--- src/rtl/router_egress_arbiter_if.sv ---
// Egress arbiter bus bundle: FIFO-side pop/flush signals plus the shared egress stream.
// master = arbiter side, slave = FIFO bank / egress sink side.
interface router_egress_arbiter_if #(
  parameter int unsigned DATA_W = 8
);
  logic [2:0]          fifo_empty_i;
  logic [3*DATA_W-1:0] fifo_dout_i;
  logic [2:0]          fifo_rd_en_o;
  logic [2:0]          soft_reset_o;
  logic                out_valid_o;
  logic                out_ready_i;
  logic [DATA_W-1:0]   out_data_o;
  logic [1:0]          out_chan_o;
  logic                out_sop_o;
  logic                out_eop_o;
  logic                busy_o;

  modport master (
    input  fifo_empty_i, fifo_dout_i, out_ready_i,
    output fifo_rd_en_o, soft_reset_o, out_valid_o, out_data_o, out_chan_o,
    output out_sop_o, out_eop_o, busy_o
  );

  modport slave (
    output fifo_empty_i, fifo_dout_i, out_ready_i,
    input  fifo_rd_en_o, soft_reset_o, out_valid_o, out_data_o, out_chan_o,
    input  out_sop_o, out_eop_o, busy_o
  );
endinterface

--- src/rtl/router_egress_arbiter.sv ---
// Packet-granular round-robin drain of three first-word-fall-through FIFOs onto one egress bus.
// Define ROUTER_ARB_WATCHDOG_EN to flush a channel that makes no progress for TIMEOUT cycles.
module router_egress_arbiter #(
  parameter int unsigned DATA_W  = 8,
  parameter int unsigned TIMEOUT = 30
) (
  input  logic                    clock,
  input  logic                    resetn,
  router_egress_arbiter_if.master bus
);

  typedef enum logic [1:0] {StIdle, StHdr, StBody} state_e;

  state_e            state_q, state_d;
  logic [1:0]        grant_q, grant_d;
  logic [1:0]        rr_ptr_q, rr_ptr_d;
  logic [6:0]        cnt_q, cnt_d;

  logic [DATA_W-1:0] head_data;
  logic              head_empty;
  logic              valid;
  logic              xfer;
  logic              timeout;
  logic [1:0]        pick;
  logic              pick_found;

  function automatic logic [1:0] next_ch(input logic [1:0] ch);
    return (ch == 2'd2) ? 2'd0 : ch + 2'd1;
  endfunction

  function automatic logic [2:0] ch_onehot(input logic [1:0] ch);
    logic [2:0] oh;
    oh = 3'b000;
    case (ch)
      2'd0:    oh = 3'b001;
      2'd1:    oh = 3'b010;
      2'd2:    oh = 3'b100;
      default: oh = 3'b000;
    endcase
    return oh;
  endfunction

  // Head word and empty flag of the granted channel.
  always_comb begin
    head_data  = '0;
    head_empty = 1'b1;
    case (grant_q)
      2'd0: begin
        head_data  = bus.fifo_dout_i[0*DATA_W +: DATA_W];
        head_empty = bus.fifo_empty_i[0];
      end
      2'd1: begin
        head_data  = bus.fifo_dout_i[1*DATA_W +: DATA_W];
        head_empty = bus.fifo_empty_i[1];
      end
      2'd2: begin
        head_data  = bus.fifo_dout_i[2*DATA_W +: DATA_W];
        head_empty = bus.fifo_empty_i[2];
      end
      default: ;
    endcase
  end

  // First non-empty channel starting at rr_ptr, wrapping mod 3.
  always_comb begin
    logic [1:0] cand;
    pick       = rr_ptr_q;
    pick_found = 1'b0;
    cand       = rr_ptr_q;
    for (int k = 0; k < 3; k++) begin
      if (!pick_found && !bus.fifo_empty_i[cand]) begin
        pick       = cand;
        pick_found = 1'b1;
      end
      cand = next_ch(cand);
    end
  end

  assign valid = (state_q != StIdle) && !head_empty;
  assign xfer  = valid && bus.out_ready_i;

  always_comb begin
    state_d  = state_q;
    grant_d  = grant_q;
    rr_ptr_d = rr_ptr_q;
    cnt_d    = cnt_q;
    unique case (state_q)
      StIdle: begin
        if (pick_found) begin
          grant_d = pick;
          state_d = StHdr;
        end
      end
      StHdr: begin
        if (xfer) begin
          // len payload words plus the parity word remain after the header
          cnt_d   = {1'b0, head_data[7:2]} + 7'd1;
          state_d = StBody;
        end
      end
      StBody: begin
        if (xfer) begin
          cnt_d = cnt_q - 7'd1;
          if (cnt_q == 7'd1) begin
            rr_ptr_d = next_ch(grant_q);
            state_d  = StIdle;
          end
        end
      end
      default: state_d = StIdle;
    endcase
    if (timeout) begin
      rr_ptr_d = next_ch(grant_q);
      state_d  = StIdle;
    end
  end

  always_ff @(posedge clock) begin
    if (!resetn) begin
      state_q  <= StIdle;
      grant_q  <= 2'd0;
      rr_ptr_q <= 2'd0;
      cnt_q    <= 7'd0;
    end else begin
      state_q  <= state_d;
      grant_q  <= grant_d;
      rr_ptr_q <= rr_ptr_d;
      cnt_q    <= cnt_d;
    end
  end

`ifdef ROUTER_ARB_WATCHDOG_EN
  localparam int unsigned WdogW = $clog2(TIMEOUT) + 1;

  logic [WdogW-1:0] wdog_q, wdog_d;

  // A transfer on the limit cycle takes priority over the flush.
  assign timeout = (state_q != StIdle) && !xfer && (wdog_q == WdogW'(TIMEOUT - 1));

  always_comb begin
    wdog_d = wdog_q + WdogW'(1);
    if ((state_q == StIdle) || xfer || timeout) begin
      wdog_d = '0;
    end
  end

  always_ff @(posedge clock) begin
    if (!resetn) begin
      wdog_q <= '0;
    end else begin
      wdog_q <= wdog_d;
    end
  end

  assign bus.soft_reset_o = timeout ? ch_onehot(grant_q) : 3'b000;
`else
  assign timeout          = 1'b0;
  assign bus.soft_reset_o = 3'b000;
`endif

  assign bus.out_valid_o  = valid;
  assign bus.out_data_o   = (state_q != StIdle) ? head_data : '0;
  assign bus.out_chan_o   = grant_q;
  assign bus.out_sop_o    = valid && (state_q == StHdr);
  assign bus.out_eop_o    = valid && (state_q == StBody) && (cnt_q == 7'd1);
  assign bus.busy_o       = (state_q != StIdle);
  assign bus.fifo_rd_en_o = xfer ? ch_onehot(grant_q) : 3'b000;

endmodule
--- src/flat_wrapper.sv ---
// flat-port wrapper written by rule: the top's interface ports become plain ports
module router_egress_arbiter_flat 
#(
  parameter int unsigned DATA_W  = 8,
  parameter int unsigned TIMEOUT = 30
)
  (clock, resetn, bus_fifo_empty_i, bus_fifo_dout_i, bus_out_ready_i, bus_fifo_rd_en_o, bus_soft_reset_o, bus_out_valid_o, bus_out_data_o, bus_out_chan_o, bus_out_sop_o, bus_out_eop_o, bus_busy_o);
  router_egress_arbiter_if #(.DATA_W(DATA_W)) bus_i ();
  input  logic clock;
  input  logic resetn;
  input wire logic [$bits(bus_i.fifo_empty_i)-1:0] bus_fifo_empty_i;
  input wire logic [$bits(bus_i.fifo_dout_i)-1:0] bus_fifo_dout_i;
  input wire logic [$bits(bus_i.out_ready_i)-1:0] bus_out_ready_i;
  output wire logic [$bits(bus_i.fifo_rd_en_o)-1:0] bus_fifo_rd_en_o;
  output wire logic [$bits(bus_i.soft_reset_o)-1:0] bus_soft_reset_o;
  output wire logic [$bits(bus_i.out_valid_o)-1:0] bus_out_valid_o;
  output wire logic [$bits(bus_i.out_data_o)-1:0] bus_out_data_o;
  output wire logic [$bits(bus_i.out_chan_o)-1:0] bus_out_chan_o;
  output wire logic [$bits(bus_i.out_sop_o)-1:0] bus_out_sop_o;
  output wire logic [$bits(bus_i.out_eop_o)-1:0] bus_out_eop_o;
  output wire logic [$bits(bus_i.busy_o)-1:0] bus_busy_o;
  assign bus_i.fifo_empty_i = bus_fifo_empty_i;
  assign bus_i.fifo_dout_i = bus_fifo_dout_i;
  assign bus_i.out_ready_i = bus_out_ready_i;
  assign bus_fifo_rd_en_o = bus_i.fifo_rd_en_o;
  assign bus_soft_reset_o = bus_i.soft_reset_o;
  assign bus_out_valid_o = bus_i.out_valid_o;
  assign bus_out_data_o = bus_i.out_data_o;
  assign bus_out_chan_o = bus_i.out_chan_o;
  assign bus_out_sop_o = bus_i.out_sop_o;
  assign bus_out_eop_o = bus_i.out_eop_o;
  assign bus_busy_o = bus_i.busy_o;
  router_egress_arbiter #(.DATA_W(DATA_W), .TIMEOUT(TIMEOUT)) u_core (.clock(clock), .resetn(resetn), .bus(bus_i));
endmodule
--- config.mk ---
export PLATFORM = sky130hd
export DESIGN_NAME = router_egress_arbiter_flat
export DESIGN_NICKNAME = d
export VERILOG_FILES = /design/src/rtl/router_egress_arbiter_if.sv /design/src/rtl/router_egress_arbiter.sv /design/src/flat_wrapper.sv
export SDC_FILE = /design/constraint.sdc
export NUM_CORES = 1
export LEC_CHECK = 0
export BUFFER_PORTS_ARGS = -buffer_cell sky130_fd_sc_hd__buf_2
export CAP_MARGIN = 10
export CELL_PAD_IN_SITES_DETAIL_PLACEMENT = 0
export CELL_PAD_IN_SITES_GLOBAL_PLACEMENT = 1
export CORE_ASPECT_RATIO = 0.75
export CORE_UTILIZATION = 32
export CTS_BUF_LIST = sky130_fd_sc_hd__clkbuf_4 sky130_fd_sc_hd__clkbuf_8
export CTS_CLUSTER_DIAMETER = 40
export DETAILED_ROUTE_END_ITERATION = 16
export PLACE_DENSITY = 0.88
export SLEW_MARGIN = 20
export SYNTH_ARGS = -nofsm -noshare
export SYNTH_HDL_FRONTEND = slang
export SYNTH_SLANG_ARGS = --single-unit
--- constraint.sdc ---
create_clock -name clock -period 2.05 [get_ports clock]
set_input_delay 0.205 -clock clock [delete_from_list [all_inputs] [get_ports clock]]
set_output_delay 0.205 -clock clock [all_outputs]
set_load 0.05 [all_outputs]
======== Word level (Yosys, flattened, before mapping) ========
Index checks and enable logic that the tools add are counted.
word-level totals
  word-level logic and storage cells ...... 69
  register bits ........................... 13
  bits of input ports ..................... 30
cells by class
  muxes and demuxes ....................... 27
  reductions and logical operators ........ 19
  add/sub/neg operators ................... 5
  magnitude comparators ................... 3
  equality and inequality tests ........... 11
operators with widths
  kind                                                                           number
  8-bit case mux with 3 select lines                                             1
  2-bit 2-to-1 mux                                                               9
  7-bit 2-to-1 mux                                                               2
  7-bit case mux with 2 select lines                                             1
  2-bit by 3-bit less-than comparator with 1-bit output (second input constant)  3
  3-bit case mux with 3 select lines                                             1
  2-bit == test (second input constant)                                          4
  8-bit 2-to-1 mux                                                               1
  2-bit by 1-bit inequality test with 1-bit output (second input constant)       4
  6-bit by 1-bit adder with 7-bit output (second input constant)                 1
  7-bit by 1-bit == test with 1-bit output (second input constant)               1
  1-bit logical AND                                                              7
  7-bit by 1-bit subtractor with 7-bit output (second input constant)            1
  2-bit by 1-bit adder with 2-bit output (second input constant)                 3
  1-bit binary-select mux with 2-bit select                                      3
  1-bit 2-to-1 mux                                                               6
  2-bit case mux with 3 select lines                                             1
  3-bit AND reduction                                                            2
  2-bit by 1-bit == test with 1-bit output (second input constant)               2
  1-bit logical NOT                                                              4
  2-bit logical NOT                                                              2
  4-bit AND reduction                                                            1
  2-bit nonzero test                                                             2
  3-bit 2-to-1 mux                                                               1
  other kinds (2)                                                                2

======== Depth between registers and ports, before layout ========
Gate-level depths: netlist (run 1).
  depth in word-level cells ............... 12
  depth in mapped cells ................... 11
  gate-level depth less buffers ........... 9

======== Worst setup path before layout (run 1) ========
Ideal clock, no wire load.
  path kind ............................... register to output
  from .................................... reg u_core.grant_q[1] (netlist: u_core.bus.out_chan_o[1])
  to ...................................... out bus_fifo_rd_en_o[0]
  path buffers ............................ 2
  path slack .............................. -0.790 ns
  cell stages (with the launch flop) ...... 6
  data required time ...................... 1.845 ns
  arrival time ............................ 2.635 ns
  cell sequence ........................... dfxtp_1 > buf_6 > mux2_4 > or3_1 > buf_6 > nor3_1
between the ends
  cells in the longest elaborated chain, start to end .. 6
  elaborated cells on any way between the ends .. 9
RTL lines
  what                                   line                                                      RTL
  from (decl)                            router_egress_arbiter.sv:15                               logic [1:0] grant_q, grant_d;
  from (signal assigned)                 router_egress_arbiter.sv:126                              grant_q <= grant_d;
  2-bit == test (tied with other cells)  router_egress_arbiter.sv:34, router_egress_arbiter.sv:47
  1-bit case mux with 3 select lines     router_egress_arbiter.sv:47                               case (grant_q)
  1-bit logical NOT                      router_egress_arbiter.sv:79                               assign valid = (state_q != StIdle) && !head_empty;
  1-bit logical AND                      router_egress_arbiter.sv:79
  1-bit logical AND                      router_egress_arbiter.sv:80                               assign xfer = valid && bus.out_ready_i;
  3-bit 2-to-1 mux (*)                   router_egress_arbiter.sv:167                              assign bus.fifo_rd_en_o = xfer ? ch_onehot(grant_q) : 3'b000;
  to (decl)                              flat_wrapper.sv:14                                        output wire logic [$bits(bus_i.fifo_rd_en_o)-1:0] bus_fifo_rd_en_o;
Mark *: on every way between the ends. The rest lies on a longest branch, timed or not.

======== Worst setup path in the final report (run 1) ========
  from .................................... reg u_core.grant_q[1] (netlist: u_core.bus.out_chan_o[1])
  to ...................................... out bus_out_data_o[7]
between the ends
  cells in the longest elaborated chain, start to end .. 3
  elaborated cells on any way between the ends .. 5
RTL lines
  what                                    line                          RTL
  2-bit == test (tied with other cells)   router_egress_arbiter.sv:47
  8-bit case mux with 3 select lines (*)  router_egress_arbiter.sv:47
  8-bit 2-to-1 mux (*)                    router_egress_arbiter.sv:162  assign bus.out_data_o = (state_q != StIdle) ? head_data : '0;
  to (decl)                               flat_wrapper.sv:17            output wire logic [$bits(bus_i.out_data_o)-1:0] bus_out_data_o;
Marked as above.

==> results of run 1 <==
[placed cells by master (no fill, tap or decap), drive strengths merged, types with 3 or more instances in the layout]
cell type and count:
a211oi 3, a21oi 14, a22oi 3, buf 61, clkbuf 5, conb 3, dfxtp 13, ha 8
inv 11, mux2 5, mux2i 10, nand2 7, nand3 6, nor2 29, nor2b 4, nor3 11
nor4 3, o21ai 9, or3 3
[power groups by stage]
stage	clock, mW	combinational [mW]	sequential, mW
finish	0.251	2.41	0.467
floorplan	0	1.73	0.475
global placement	0	2.23	0.462
detailed placement	0	2.25	0.466
global route	0.269	2.61	0.481
CTS	0.257	2.26	0.464
[kinds of logic after synthesis]
family | share of synthesized area, %
adders and majority gates | 7.401
AOI/OAI and AO/OA | 23.87
muxes | 11.84
xor gates and xnor gates | 1.295
and+or+nand+nor | 25.99
buffers and inverters | 10.08
DFF | 19.24
other | 0.2773
[cells in the mapped netlist, types with 3 or more instances]
cell type	n
dfxtp_1	13
nor2_1	29
mux2_2	4
nor4_1	3
nor2b_1	4
nand3_1	5
a211oi_1	3
mux2i_1	10
nand2_1	7
or3_1	3
o21ai_0	9
a21oi_1	12
ha_1	8
inv_1	13
buf_4	6
nor3_1	11
[metrics by stage]
step / worst slack, ns / hold slack [ns] / util [%] / total power [mW]
floorplan: -0.2934 / 0.3329 / - / 2.205
global placement: 0.06656 / 0.4819 / 43.18 / 2.690
detailed placement: 0.003914 / 0.4867 / 43.18 / 2.713
CTS: 0.03541 / 0.2218 / 44.63 / 2.986
global route: -0.01413 / 0.2178 / 46.17 / 3.360
finish: 0.02396 / 0.2240 / 46.17 / 3.126
[flip-flops by register name (all words and copies together) (netlist names)]
| signal | count |
|---|---|
| u_core.bus.out_chan_o | 2 |
| u_core.cnt_q | 7 |
| u_core.rr_ptr_q | 2 |
| u_core.state_q | 2 |
[metal layers]
layer	GRT usage, %	up-vias	share of wire [%]
li1	-	745	-
met1	23.32	680	50
met2	29.21	48	42
met3	5.271	4	7.6
met4	5.930	0	1.0
met5	0	-	0
[worst paths after layout]
kind,from,to,cells past startpoint
setup / recovery,u_core.bus.out_chan_o[1],bus_out_data_o[7],5
hold / removal,resetn,u_core.cnt_q[3],2
setup reg to reg,u_core.bus.out_chan_o[0],u_core.cnt_q[4],9
hold reg to reg,u_core.cnt_q[6],u_core.cnt_q[6],2
[timing repair]
| item | 4_1_cts | 5_1_grt |
|---|---|---|
| hold buffers | 0 | 0 |
| cloned | 0 | 0 |
| setup buffers | 0 | 2 |
| resized for setup | 4 | 9 |
| endpoints found under the setup margin | 3 | 8 |
| pin swaps | 0 | 2 |
[critical path: cells and delay by family (launching register included)]
family / cells / cell delay (ns)
AOI/OAI and AO/OA: 1 / 0.37
buffers and inverters: 2 / 0.38
DFF: 1 / 0.41
muxes: 1 / 0.33
and+or+nand+nor: 1 / 0.07
[area by class of cell]
class / instances / area, um2
fillers: 424 / 2182
multi-input cells: 143 / 1056
repair buffers: 62 / 371.6
flip-flops and latches: 13 / 266.5
well taps: 55 / 68.82
inverters: 14 / 60.06
clock buffers: 4 / 48.80
==> flow_summary.json, run 1 <==
{
  "status": "finished with violations",
  "violations": "design-rule violations",
  "clock.fmax_ghz": 0.4936,
  "startpoint_type": "flip-flop",
  "netlist_instances": 180,
  "gp_congestion": 0.8502,
  "power.density_nw_per_um2": 1670,
  "core_region_area_um2": 4054,
  "routed_wl_mm": 3.958,
  "dieArea_um2": 4494,
  "cp_max_fo": 9,
  "io_pins": 50,
  "p_switching_mw": 1.691,
  "dp.cells": 285,
  "ys_types": 45,
  "final.setup.tns_ns": 0,
  "synth_warnings": 0,
  "final_cell_area_um2": 1872,
  "antenna_found_initial": 0,
  "die_h_um": 58.31,
  "grt_max_degree": 13,
  "drive_above_1_share_pct": 42.80,
  "drc": 1,
  "hold_class": "in2reg",
  "clkLatencyLatePin_ns": 0.25,
  "ys_seq_area_share_pct": 19.24,
  "via_count": 1477,
  "slowest_delay_ns": 0.41,
  "synthTopCellsByArea": "dfxtp_1 (19%), nor2_1 (8.0%), ha_1 (7.4%), mux2i_1 (7.4%), a21oi_1 (4.4%)",
  "drt_pass1_iterations": 10,
  "num_rows": 20,
  "critPathSlowestCell": "dfxtp_4",
  "dpl.hpwl_mm": 3.085,
  "clkPwrFrac_pct": 8.0,
  "hold_viol_final": 0,
  "crit_arrival_ns": 1.82,
  "p_int_mw": 1.435,
  "synth_edf_count": 0,
  "detail-route-antenna-nets": 0,
  "p_sw_share_pct": 54.10,
  "initial_utilization_pct": 33.36,
  "synthFlopType": "dfxtp_1",
  "cap_viol_max_count": 0,
  "yosys_register_bits": 13,
  "track_usage_pct": 18.03,
  "vias_per_cell": 5.076,
  "setup_viol": 0,
  "slew_viol_final": 0,
  "root_buffer": "clkbuf_8",
  "numClockSinks": 13,
  "die_w_um": 77.07,
  "synthArstFlopShare_pct": 0,
  "htreeDepth": 1,
  "instances_no_fill": 291,
  "syn-cell-area_um2": 1353,
  "fin_skew_ns": 0.003002,
  "path_cells": "buf_4, mux2_2, a22oi_1, nor2_1, buf_2",
  "p_leak_nw": 0.8038,
  "syn_to_final_growth_pct": 38.39,
  "synth_top_cell_area_share_pct": 19.24,
  "drt-initial-drc-count": 116,
  "grt_overflow": 0,
  "syn_area_per_cell_um2": 7.514,
  "combPwrFrac_pct": 77.0,
  "required_ns": 1.85,
  "grt_pass1_wl_mm": 6.279,
  "sequentialPowerShare_pct": 14.9,
  "portBuffers": 46,
  "fin_crit_sh_pct": 98.83,
  "critical_path_class": "reg2out",
  "detail_route.wl_per_cell_um": 13.60,
  "ff2ff_setup_slack_ns": 0.10,
  "cts_buffer_depth": 2,
  "diodes": 0,
  "dpl_cell_area_um2": 1750,
  "grt_pass1_vias": 1368,
  "worst_setup_path_end_kind": "output pin",
  "peakVddDrop_mv": 0.7027,
  "synth.largest_area_cell": "dfxtp_1",
  "tritoncts": "done",
  "period_needed_ns": 2.026,
  "fin_nets": 275,
  "cts_buffers": 3,
  "cts.clk_slew.worst_paths_ns": 0.06
}
(Power assumes the default switching activity.)
==> inputs of run 2 (changes only) <==
--- a/config.mk
+++ b/config.mk
@@ -7,7 +7,7 @@
 export LEC_CHECK = 0
 export BUFFER_PORTS_ARGS = -buffer_cell sky130_fd_sc_hd__buf_2
 export CAP_MARGIN = 10
-export CELL_PAD_IN_SITES_DETAIL_PLACEMENT = 0
+export CELL_PAD_IN_SITES_DETAIL_PLACEMENT = 1
 export CELL_PAD_IN_SITES_GLOBAL_PLACEMENT = 1
 export CORE_ASPECT_RATIO = 0.75
 export CORE_UTILIZATION = 32
==> run 2 against run 1 <==
Compared with the run above: the run now ends clean; flip-flop and latch count did not move; routed wire length rose by 22%; setup slack improved by 0.041 ns; first-iteration DRC count fell by 59%; non-clock buffer count rose by 1; sequential power rose by 1%; design area rose by 0.27%; register-to-register slack got worse by 0.03 ns; die area did not move; clock skew rose by 0.0041 ns; critical endpoint is now u_core.cnt_q[4].
==> flow_summary.json, run 2 (synthesized netlist as in run 1, its figures left out) <==
{
  "critical_path_class": "reg2reg",
  "fin_ws_ns": 0.06541,
  "routed_wl_mm": 4.835,
  "cts.clk_slew.worst_paths_ns": 0.06,
  "crit_arrival_ns": 2.13,
  "ff2ff_path_depth": 9,
  "syn_to_final_growth_pct": 38.76,
  "cts_buffer_depth": 2,
  "top_register": "u_core.cnt_q",
  "clkLatencyLatePin_ns": 0.25,
  "period_needed_ns": 1.985,
  "final_common_cell": "buf_2",
  "hold_class": "in2reg",
  "cap_viol_max_count": 0,
  "vias_per_cell": 5.257,
  "required_ns": 2.19,
  "status": "finished clean",
  "fin_crit_sh_pct": 96.81,
  "tritoncts": "done",
  "ff2ff_setup_slack_ns": 0.07,
  "die_h_um": 58.31,
  "crit_family": "compound AO/OA/AOI/OAI gates",
  "place_ws_ns": -0.07855,
  "final.setup.tns_ns": 0,
  "regToRegEndpoint": "u_core.cnt_q[4]",
  "io_pins": 50,
  "drt-initial-drc-count": 48,
  "startpoint_type": "flip-flop",
  "drc": 0,
  "cp_num_buf_inv": 2,
  "numClockSinks": 13,
  "slowest_delay_ns": 0.42,
  "diodes": 0,
  "detail_route.wl_per_cell_um": 16.56,
  "hold_viol_final": 0,
  "dpl_cell_area_um2": 1750,
  "dpl.hpwl_mm": 3.733,
  "htreeDepth": 1,
  "gp_congestion": 0.8502,
  "power.density_nw_per_um2": 1702,
  "hold_buffers": 0,
  "grt_overflow": 0,
  "critPathSlowestCell": "dfxtp_4",
  "cp.depth": 9,
  "path_cells": "mux2_2, a22oi_2, inv_1, ha_1, inv_2, nor3_2, xnor2_1, nor3_2, o31a_1",
  "initial_utilization_pct": 33.36,
  "detail-route-antenna-nets": 0,
  "worst_hold_slack_ns": 0.2196,
  "drt_pass1_iterations": 6,
  "dieArea_um2": 4494,
  "core_region_area_um2": 4054,
  "crit_start": "u_core.bus.out_chan_o[1]",
  "cts_buffers": 3,
  "grt_max_degree": 13,
  "peakVddDrop_mv": 0.6803,
  "seqCellArea_um2": 266.5,
  "track_usage_pct": 21.59,
  "largest_register_ffs": 7,
  "layout_common_cells": "buf_2 (44), nor2_1 (28), buf_4 (18), a21oi_1 (11)",
  "final_cell_area_um2": 1877,
  "antenna_found_initial": 0,
  "multi_input_area_um2": 1066,
  "slew_viol_final": 0,
  "portBuffers": 46,
  "cp_common_cell": "nor3_2",
  "r2r_start": "u_core.bus.out_chan_o[1]",
  "fillers": 514,
  "endpoint": "u_core.cnt_q[4]",
  "grt_pass1_wl_mm": 7.576,
  "num_rows": 20,
  "cp_max_fo": 9,
  "grt_pass1_vias": 1550,
  "p_leak_nw": 0.8047,
  "clock.fmax_ghz": 0.5039,
  "fin_nets": 276,
  "via_count": 1535,
  "die_w_um": 77.07,
  "worst_setup_path_end_kind": "flip-flop",
  "rsz0062_at_grt": "true",
  "total_power_mw": 3.195,
  "root_buffer": "clkbuf_8",
  "fin_skew_ns": 0.007120,
  "setup_viol": 0,
  "drive_above_1_share_pct": 44.30
}
==> run 2: timing repair <==
item	in CTS	in global routing
buffers inserted	0	3
setup endpoints to repair	5	8
resized for setup	5	11
pin swaps	0	3
==> run 2: power by group <==
group	total, mW	internal, mW	leakage, nW	switching [mW]
Sequential	0.474	0.351	0.108	0.123
Combinational	2.47	0.921	0.671	1.55
Clock	0.255	0.151	0.0262	0.105
Total	3.20	1.42	0.805	1.77
==> run 2: metal layers <==
metal | up-vias | global-route usage, % | share of wire (%)
met4 | 0 | 2.426 | 0.33
met1 | 744 | 26.52 | 46
li1 | 745 | - | -
met2 | 44 | 40.05 | 48
met5 | - | 0 | 0
met3 | 2 | 5.116 | 5.9
==> run 2: metrics by stage <==
stage / instances / utilization (%)
2_1_floorplan: 182 / -
3_3_place_gp: 285 / 43.18
3_5_place_dp: 285 / 43.18
4_1_cts: 289 / 44.75
5_1_grt: 292 / 46.30
6_report: 292 / 46.30
==> run 2: final cells by class <==
class | instances | area share [%]
multi-input combinational | 143 | 56.80
timing repair buffer | 63 | 19.53
sequential | 13 | 14.20
tap | 55 | 3.667
inverter | 14 | 3.200
clock buffer | 4 | 2.600
==> run 2: how the worst min path moves through the flow <==
stage | startpoint | to | slack (ns) | depth (start not counted)
global route | resetn | u_core.cnt_q[3] | 0.22 | 2
floorplan | resetn | u_core.cnt_q[3] | 0.33 | 1
finish | resetn | u_core.cnt_q[3] | 0.22 | 2
global placement | resetn | u_core.cnt_q[4] | 0.48 | 2
CTS | resetn | u_core.cnt_q[3] | 0.22 | 2
detailed placement | resetn | u_core.cnt_q[3] | 0.48 | 2
==> inputs of run 3 (changes only) <==
--- a/config.mk
+++ b/config.mk
@@ -10,11 +10,11 @@
 export CELL_PAD_IN_SITES_DETAIL_PLACEMENT = 1
 export CELL_PAD_IN_SITES_GLOBAL_PLACEMENT = 1
 export CORE_ASPECT_RATIO = 0.75
-export CORE_UTILIZATION = 32
+export CORE_UTILIZATION = 36
 export CTS_BUF_LIST = sky130_fd_sc_hd__clkbuf_4 sky130_fd_sc_hd__clkbuf_8
 export CTS_CLUSTER_DIAMETER = 40
 export DETAILED_ROUTE_END_ITERATION = 16
-export PLACE_DENSITY = 0.88
+export PLACE_DENSITY = 0.93
 export SLEW_MARGIN = 20
 export SYNTH_ARGS = -nofsm -noshare
 export SYNTH_HDL_FRONTEND = slang
==> constraint.sdc (replaced) <==
create_clock -name clock -period 1.86 [get_ports clock]
set_input_delay 0.186 -clock clock [delete_from_list [all_inputs] [get_ports clock]]
set_output_delay 0.186 -clock clock [all_outputs]
set_load 0.05 [all_outputs]
==> run 3 against run 2 <==
Compared with the run above: the run now ends with negative setup slack left; die area decreased by 11%; core utilization increased by 25 points; global-route usage increased by 11 points; clock skew decreased by 0.0017 ns; sequential share of layout area decreased by 3.3 points; critical path type unchanged; largest power group unchanged.
==> flow_summary.json, run 3 (synthesized netlist as in run 1, its figures left out) <==
{
  "dpl.hpwl_mm": 4.227,
  "violations": "negative setup slack",
  "cts.clk_slew.worst_paths_ns": 0.06,
  "via_count": 1983,
  "crit_family": "simple AND/OR/NAND/NOR gates",
  "fin_crit_sh_pct": 113.3,
  "instances_no_fill": 320,
  "hold_viol_final": 0,
  "antenna_found_initial": 0,
  "dieArea_um2": 4009,
  "cp_num_buf_inv": 2,
  "vias_per_cell": 6.197,
  "top_register": "u_core.cnt_q",
  "peakVddDrop_mv": 1.560,
  "routed_wl_mm": 8.523,
  "ff2ff_path_depth": 8,
  "drive_above_1_share_pct": 61.48,
  "num_rows": 18,
  "cp.depth": 8,
  "core_region_area_um2": 3446,
  "root_buffer": "clkbuf_8",
  "detail_route.wl_per_cell_um": 26.63,
  "cap_viol_max_count": 0,
  "fin_ws_ns": -0.2476,
  "clkLatencyLatePin_ns": 0.26,
  "critical_path_class": "reg2reg",
  "grt_pass1_vias": 1880,
  "slew_headroom_pct": 63.23,
  "final_common_cell": "buf_4",
  "power.density_nw_per_um2": 2026,
  "diodes": 0,
  "path_cells": "inv_2, ha_4, inv_1, or3_1, nor3_1, a22o_1, a21oi_2, o221ai_2",
  "endpoint": "u_core.cnt_q[5]",
  "die_w_um": 72.78,
  "syn_to_final_growth_pct": 80.67,
  "hold_class": "in2reg",
  "slew_viol_final": 0,
  "fillers": 386,
  "cts_buffers": 3,
  "period_needed_ns": 2.108,
  "ff2ff_setup_slack_ns": -0.25,
  "io_pins": 50,
  "rsz0062_at_grt": "true",
  "crit_start": "u_core.state_q[1]",
  "detail-route-antenna-nets": 0,
  "seqCellArea_um2": 266.5,
  "largest_register_ffs": 7,
  "setup_viol": 22,
  "die_h_um": 55.09,
  "r2r_start": "u_core.state_q[1]",
  "cp_max_fo": 4,
  "gp_congestion": 0.8713,
  "layout_common_cells": "buf_4 (38), buf_2 (36), nor2_1 (20), buf_6 (18), dfxtp_1 (10)",
  "drt_pass1_iterations": 5,
  "initial_utilization_pct": 39.25,
  "postLayoutCoreUtil_pct": 70.91,
  "required_ns": 2.03,
  "drc": 0,
  "slowest_delay_ns": 0.38,
  "status": "finished with violations",
  "numClockSinks": 13,
  "hold_buffers": 0,
  "startpoint_type": "flip-flop",
  "fin_skew_ns": 0.005387,
  "portBuffers": 46,
  "track_usage_pct": 32.59,
  "regToRegEndpoint": "u_core.cnt_q[5]",
  "dp.cells": 297,
  "grt_overflow": 0,
  "tightestPinTransition_ns": 0.5509,
  "grt_max_degree": 13,
  "fin_nets": 309,
  "crit_arrival_ns": 2.28,
  "worst_hold_slack_ns": 0.1988,
  "htreeDepth": 1,
  "critPathSlowestCell": "or3_1",
  "worst_setup_path_end_kind": "flip-flop",
  "drt-initial-drc-count": 147,
  "p_leak_nw": 1.027,
  "multi_input_area_um2": 1295,
  "clock.fmax_ghz": 0.4745,
  "cts_buffer_depth": 2,
  "grt_pass1_wl_mm": 9.494,
  "total_power_mw": 4.951,
  "tritoncts": "done"
}
## run 3: repair_timing
| item | 4_1_cts | 5_1_grt |
|---|---|---|
| pin swaps | 7 | 31 |
| gates resized for setup | 33 | 51 |
| endpoints found under the setup margin | 20 | 23 |
| endpoints found under the hold margin | 0 | 0 |
| setup buffers | 5 | 14 |
| cloned | 1 | 0 |
## run 3: worst min-delay path by stage
| stage | cells past startpoint | endpoint | slack [ns] | start |
|---|---|---|---|---|
| 6_report | 2 | u_core.cnt_q[3] | 0.20 | resetn |
| 5_1_grt | 2 | u_core.cnt_q[3] | 0.21 | resetn |
| 4_1_cts | 2 | u_core.cnt_q[3] | 0.20 | resetn |
| 3_5_place_dp | 2 | u_core.cnt_q[4] | 0.47 | resetn |
| 3_3_place_gp | 2 | u_core.cnt_q[4] | 0.46 | resetn |
| 2_1_floorplan | 1 | u_core.cnt_q[3] | 0.31 | resetn |
## run 3: per-layer routing
metal / track usage (%) / vias up / share of wire (%)
met1: 33.26 / 943 / 36
met5: 0 / - / 0
li1: - / 814 / -
met4: 16.67 / 0 / 6.4
met3: 7.428 / 66 / 9.6
met2: 64.49 / 160 / 48
## run 3: where the power goes
part,leakage (nW),internal (mW),switching [mW]
clock network,0.0262,0.167,0.129
logic,0.894,1.67,2.44
registers,0.108,0.387,0.161
total,1.03,2.22,2.73
## run 3: worst register-to-register path: stages, from the launching register on
cell      delay (ns)
dfxtp_2         0.37
inv_2           0.06
ha_4            0.30
inv_1           0.12
or3_1           0.38
nor3_1          0.30
a22o_1          0.21
a21oi_2         0.05
o221ai_2        0.24
## run 3: through the flow
stage | setup WS [ns] | instance area [um2] | TNS, ns
global placement | -0.03363 | 1899 | -0.09901
global route | -0.4260 | 2444 | -3.409
detailed placement | -0.2149 | 1899 | -1.159
CTS | -0.09167 | 2110 | -0.3902
finish | -0.2476 | 2444 | -2.342
floorplan | -0.4831 | 1453 | -3.264
## run 3: area by class of cell
cell class | instances | share of cell area (%)
repair buffers | 95 | 29.08
multi-input cells | 144 | 53.00
well taps | 50 | 2.560
inverters | 14 | 2.458
clock buffers | 4 | 1.997
flip-flops and latches | 13 | 10.91
